===== config.mk =====
export PLATFORM = sky130hd
export DESIGN_NAME = alu_pipe_param
export DESIGN_NICKNAME = d
export VERILOG_FILES = /design/src/rtl/alu_pipe_param.sv
export SDC_FILE = /design/constraint.sdc
export NUM_CORES = 2
export LEC_CHECK = 0
export BUFFER_PORTS_ARGS = -buffer_cell sky130_fd_sc_hd__buf_4
export CORE_UTILIZATION = 50
export DETAILED_ROUTE_END_ITERATION = 16
export PLACE_DENSITY = 0.7
export SYNTH_ARGS = -nofsm -noshare
export SYNTH_HDL_FRONTEND = slang
export SYNTH_SLANG_ARGS = --single-unit

===== constraint.sdc =====
create_clock -name clk -period 16.93 [get_ports clk]
set_clock_uncertainty 0.05 [all_clocks]
set_input_delay 0 -clock clk [delete_from_list [all_inputs] [get_ports clk]]
set_output_delay 0 -clock clk [all_outputs]
set_load 0.02 [all_outputs]

===== src/rtl/alu_pipe_param.sv =====
// Registered WIDTH-bit ALU with valid/ready handshakes and an iterative shift-add multiply.
// Optional SRL/SRA ops are enabled by defining ALU_SHIFT_RIGHT_EN.
module alu_pipe_param #(
    parameter int unsigned WIDTH = 64
) (
    input  logic             clk,
    input  logic             reset,
    input  logic             in_valid,
    output logic             in_ready,
    input  logic [WIDTH-1:0] a,
    input  logic [WIDTH-1:0] b,
    input  logic [3:0]       ALUop,
    output logic             out_valid,
    input  logic             out_ready,
    output logic [WIDTH-1:0] result,
    output logic             Zero,
    output logic             a_bgt_b,
    output logic             illegal_op
);

    localparam int unsigned SHW = $clog2(WIDTH);
    localparam logic [SHW-1:0] CNT_LAST = SHW'(WIDTH - 1);

    localparam logic [3:0] OP_AND = 4'b0000;
    localparam logic [3:0] OP_OR  = 4'b0001;
    localparam logic [3:0] OP_ADD = 4'b0010;
    localparam logic [3:0] OP_SUB = 4'b0110;
    localparam logic [3:0] OP_NOR = 4'b1100;
    localparam logic [3:0] OP_SLL = 4'b1000;
    localparam logic [3:0] OP_MUL = 4'b1001;
`ifdef ALU_SHIFT_RIGHT_EN
    localparam logic [3:0] OP_SRL = 4'b1010;
    localparam logic [3:0] OP_SRA = 4'b1011;
`endif

    typedef enum logic [1:0] {
        IDLE,
        BUSY,
        HOLD
    } state_t;

    state_t state, state_next;

    logic [WIDTH-1:0] mcand;
    logic [WIDTH-1:0] mplier;
    logic [WIDTH-1:0] acc;
    logic [WIDTH-1:0] acc_next;
    logic [SHW-1:0]   cnt;

    logic [WIDTH-1:0] alu_res;
    logic             alu_ill;
    logic [SHW-1:0]   sh;
    logic             accept;
    logic             is_mul;
    logic             mul_last;

    assign in_ready = (state == IDLE) && (!out_valid || out_ready);
    assign accept   = in_valid && in_ready;
    assign is_mul   = (ALUop == OP_MUL);
    assign sh       = b[SHW-1:0];
    assign mul_last = (state == BUSY) && (cnt == CNT_LAST);
    assign acc_next = mplier[0] ? acc + mcand : acc;

    // Single-cycle datapath; MUL is produced by the shift-add sequencer instead.
    always_comb begin
        alu_res = '0;
        alu_ill = 1'b0;
        case (ALUop)
            OP_AND: alu_res = a & b;
            OP_OR:  alu_res = a | b;
            OP_ADD: alu_res = a + b;
            OP_SUB: alu_res = a - b;
            OP_NOR: alu_res = ~(a | b);
            OP_SLL: alu_res = a << sh;
            OP_MUL: alu_res = '0;
`ifdef ALU_SHIFT_RIGHT_EN
            OP_SRL: alu_res = a >> sh;
            OP_SRA: alu_res = $signed(a) >>> sh;
`endif
            default: alu_ill = 1'b1;
        endcase
    end

    always_ff @(posedge clk or posedge reset) begin
        if (reset) begin
            state <= IDLE;
        end else begin
            state <= state_next;
        end
    end

    always_comb begin
        state_next = state;
        case (state)
            IDLE: if (accept && is_mul) state_next = BUSY;
            BUSY: if (cnt == CNT_LAST) state_next = HOLD;
            HOLD: if (out_ready) state_next = IDLE;
            default: state_next = IDLE;
        endcase
    end

    always_ff @(posedge clk or posedge reset) begin
        if (reset) begin
            out_valid  <= 1'b0;
            result     <= '0;
            Zero       <= 1'b0;
            a_bgt_b    <= 1'b0;
            illegal_op <= 1'b0;
            mcand      <= '0;
            mplier     <= '0;
            acc        <= '0;
            cnt        <= '0;
        end else if (accept) begin
            Zero    <= (a == b);
            a_bgt_b <= (a > b);
            if (is_mul) begin
                // The previous result may be consumed on this same edge.
                out_valid  <= 1'b0;
                illegal_op <= 1'b0;
                mcand      <= a;
                mplier     <= b;
                acc        <= '0;
                cnt        <= '0;
            end else begin
                out_valid  <= 1'b1;
                result     <= alu_res;
                illegal_op <= alu_ill;
            end
        end else if (state == BUSY) begin
            acc    <= acc_next;
            mcand  <= mcand << 1;
            mplier <= mplier >> 1;
            cnt    <= cnt + SHW'(1);
            if (mul_last) begin
                result    <= acc_next;
                out_valid <= 1'b1;
            end
        end else if (out_valid && out_ready) begin
            out_valid <= 1'b0;
        end
    end

endmodule


After elaboration in Yosys (flattened, before gate mapping)
Index checks and enable logic that the tools add are counted.

cells by class
  bitwise logic cells = 3
  shift operators = 1
  reduce and logical (&&, ||, !) cells = 17
  add/subtract/negate cells = 4
  eq/ne operators = 16
  $lt $le $gt $ge = 1
  multiplexer cells = 29

operators with widths
  cell                                                                    count
  64-bit two-way mux                                                      14
  64-bit one-hot mux with 6 select lines                                  1
  64-bit adder                                                            2
  64-bit bitwise AND                                                      1
  64-bit equality test                                                    1
  64-bit > comparator                                                     1
  64-bit NOT                                                              1
  64-bit OR                                                               1
  64-bit by 6-bit left shift with 64-bit output                           1
  64-bit subtractor                                                       1
  6-bit two-way mux                                                       3
  4-bit equality test (second input constant)                             3
  1-bit two-way mux                                                       7
  6-bit by 1-bit adder with 6-bit output (second input constant)          1
  6-bit equality test (second input constant)                             1
  2-bit two-way mux                                                       3
  2-bit != test (second input constant)                                   3
  2-bit one-hot mux with 3 select lines                                   1
  3-bit AND reduction                                                     2
  6-bit OR reduction                                                      1
  1-bit logical AND                                                       5
  4-bit by 1-bit equality test with 1-bit output (second input constant)  1
  4-bit by 2-bit equality test with 1-bit output (second input constant)  1
  4-bit by 3-bit equality test with 1-bit output (second input constant)  1
  11 further kinds                                                        14

word-level totals
  register bits = 268
  output and inout port bits = 69
  bits of input ports = 136
  logic and storage cells = 81

Longest topological paths before layout
  depth in word-level cells = 7
  gate-level depth with buffers = 17
  depth with buffers taken out = 15

Least setup slack after synthesis
Ideal clock, no wire load.

  path type = in2reg
  start = input b[2]
  end = register result[49]
  setup slack = 13.293 ns
  required time = 16.815 ns
  arrival time = 3.522 ns
  setup time = 0.065 ns
  stages = 17
  cell sequence = inv_1 > buf_1 > clkbuf_1 > buf_1 > ha_1 > clkbuf_1 > nand2b_1 > o311a_1 > o21ai_1 > nor4_1 > o2111a_1 > nor2_1 > o41ai_2 > a41oi_1 > o311a_1 > a31oi_1 > o22a_1

between the ends
  longest elaborated chain between the ends = 4

RTL lines
  item                                       RTL line  RTL
  from (decl)                                11        input logic [WIDTH-1:0] b,
  64-bit subtractor (tied with other cells)  72        OP_SUB: alu_res = a - b;
  64-bit one-hot mux with 6 select lines *   68        case (ALUop)
  64-bit two-way mux *                       116       if (is_mul) begin
  64-bit two-way mux *                       113       end else if (accept) begin
  to (signal assigned)                       126       result <= alu_res;
  to (signal assigned)                       135       result <= acc_next;
  to (decl)                                  15        output logic [WIDTH-1:0] result,

Mark *: on every way between the ends. The rest lies on a longest branch, timed or not. The select of a mux whose other input is x is not followed.
A chain may end at the register's enable or synchronous reset.

Final worst setup path
  start = input b[3]
  end = register result[49]

Same word-level chain as after synthesis.

==> flow_summary.toml <==
[pwr]
peakVddDrop_uv = 95.2
power.leakage_nw = 15.8
report.power.total_w = 0.00550
p_per_area_nw_per_um2 = 156

[routing]
wl_per_cell_um = 27.2
drtPass1Iterations = 7
vias_per_cell = 6.67
drc_errors = 0
dr_wl_met3_um = 18200
drt_iter0_drc = 5079
vias = 34500
antenna_left = 0
wl_met2_um = 57600
drt-met1-wl_um = 59400
routed.top_layer = "met5"
drt_wl_total_um = 141000

[synth]
synth_enable_flop_cells = 0
ys_warn_count = 0
ys_seq_area_share_pct = 21.7
synthCells = 4242
syn_avg_cell_area_um2 = 7.29
synthTopCellsByCount = "nand2_1, nor2_1, a21oi_1"
yosys.area.top_type = "dfrtp_1"
yosysTopAreaCellShare_pct = 21.7
async_reset_ff_share_pct = 100
ys_seq_elements = 268
yosysUniqueCellTypes = 105
synth_nets = 4653
netlist_area_um2 = 30900
ys.flop_type = "dfrtp_1"
synthTopCellsByArea = "dfrtp_1, ha_1, nand2_1"
yosysMostFrequentCell = "nand2_1"

[global_route]
track_usage_pct = 43.9
grt_pass1_wl_um = 208000
antenna_found_initial = 5
grt_pass1_vias = 31600
grt_overflow = 0
grt_max_degree = 188

[sta]
relSlewSlack_pct = 15.1
setup_tns_ns = 0
grt_setup_unrepaired = "false"
period_needed_ns = 4.56
min_period_over_period_pct = 26.9
whs_ns = 0.0255
max_clock_freq_mhz = 220
drv_slew = 0
setup_ws_ns = 12.37
finalSetupViolCount = 0
finalHoldViolCount = 0
tightest_slew_ns = 1.27

[cts]
clk_pin_slew_ns = 0.06
clock_latency_ns = 0.61
numCtsBuffers = 36
htree_levels = 2
cts-root-buf = "clkbuf_16"
cts_repair_resize_count = 0
clockBufferDepth = 3
cts_tree = "built"
clock_sinks = 268
cts_setup_buffers = 0

[floorplanning]
ios = 205
rows = 90
initial_core_util_pct = 50.9
dieHeight_um = 251
chipWidth_um = 251
core_um2 = 60700
dieArea_um2 = 62800

[setup_path]
cp-start-kind = "primary input"
critical_path_class = "in -> reg"
crit_required_ns = 17.41
crit_fanout = 62
critical_path_arrival_ns = 5.03
crit_path_end_kind = "register"
regToRegSetupSlack_ns = 12.44

[flow_run]
cap_violations = 0

[finish]
area_growth_pct = 13.8
finish.instance_area_um2 = 35200
fin_nets = 4784
nFillCells = 5786
drive_above_1_share_pct = 10.3
n_antenna_cell = 0

[placed_design]
place_area_um2 = 32700
gp_congestion = 1.07
hpwl_um = 106000
dp_slack_ns = 12.29
portBuffers = 204

[min_path]
min_path_type = "in -> reg"

[run_status]
outcome = "finished clean"
## logic make-up (layout without fill, tap and decap cells)
kind of cell               count (synthesis)  after routing  synth area share [%]
AOI/OAI and AO/OA                       1340           1340                  28.2
xor gates and xnor gates                  99             99                  2.81
adders and majority gates                275            275                  11.2
buffers and inverters                    504            662                  6.41
DFF                                      268            268                  21.7
muxes                                    184            184                  7.80
and+or+nand+nor                         1572           1572                  21.9
## placed cells by master, fill, tap and decap left out, types with 21 or more instances in the layout
master,n
o31ai_1,41
nand4_1,50
o211ai_1,38
clkbuf_16,36
mux4_2,42
a21o_1,58
a211oi_1,51
o21ai_0,294
dfrtp_1,267
a31oi_1,169
nor2_1,489
nand2_1,718
xor2_1,27
nand3_1,59
mux2i_1,107
mux2_2,35
o22ai_1,22
o221ai_1,21
xnor2_1,72
nor4_1,27
a21oi_1,328
dlygate4sd3_1,131
nand2b_1,32
o21bai_1,41
or3_1,24
nor3_1,47
inv_1,215
ha_1,272
a221oi_1,76
nor2b_1,25
buf_4,246
## worst paths after layout
| path | startpoint | to | cells after the start |
|---|---|---|---|
| max | b[3] | result[49] | 15 |
| min | b[0] | mplier[0] | 3 |
| max reg2reg | mcand[0] | result[40] | 13 |
| min reg2reg | result[2] | result[2] | 2 |
| max in group asynchronous | reset | mplier[0] | 5 |
| min in group asynchronous | reset | mcand[58] | 3 |
## report_power, final
part           leakage (nW)  internal (W)  switching [W]
registers              3.18      0.000947       0.000271
logic                  12.0       0.00125        0.00222
clock network         0.579      0.000452       0.000348
total                  15.8       0.00265        0.00284
## state kept, by name (all words and copies together) (netlist names)
| name | count |
|---|---|
| acc | 64 |
| mcand | 64 |
| mplier | 64 |
| result | 64 |
| cnt | 6 |
| state | 2 |
| Zero | 1 |
| a_bgt_b | 1 |
| illegal_op | 1 |
| out_valid | 1 |
## what timing repair did
action	in CTS	in global routing
endpoints found under the hold margin	219	0
hold buffers	131	0
setup endpoints to repair	0	0
## cell type report
cell class	count	area, um2	share of cell area [%]
Timing Repair Buffer	378	3180	9.04
Sequential cell	268	6710	19.1
Multi-Input combinational cell	3470	22300	63.4
Clock buffer	48	1010	2.86
Clock inverter	17	176	0.502
Inverter	219	830	2.36
Tap cell	782	978	2.78
## worst max-delay path, cell delays in order
cell and delay [ns]:
dlygate4sd3_1 0.52, buf_4 0.51, inv_1 0.31, ha_1 0.46
inv_1 0.13, o311a_1 0.20, o21ai_1 0.25, nor4_1 0.36
o2111a_1 0.37, nor2_1 0.14, o41ai_2 0.46, a41oi_1 0.23
o311a_1 0.35, a31oi_1 0.46, o22a_1 0.23
## through the flow
step           std cells  util [%]
2_1_floorplan       4242         -
3_3_place_gp        4986      53.8
3_5_place_dp        4986      53.8
4_1_cts             5182      57.9
5_1_grt             5182      57.9
6_report            5182      57.9
## layer usage
metal,vias to the layer above,GRT usage [%]
li1,15500,-
met1,16500,63.0
met2,2186,63.0
met3,358,11.0
met4,8,16.1
met5,-,0
(Power assumes the default switching activity.)
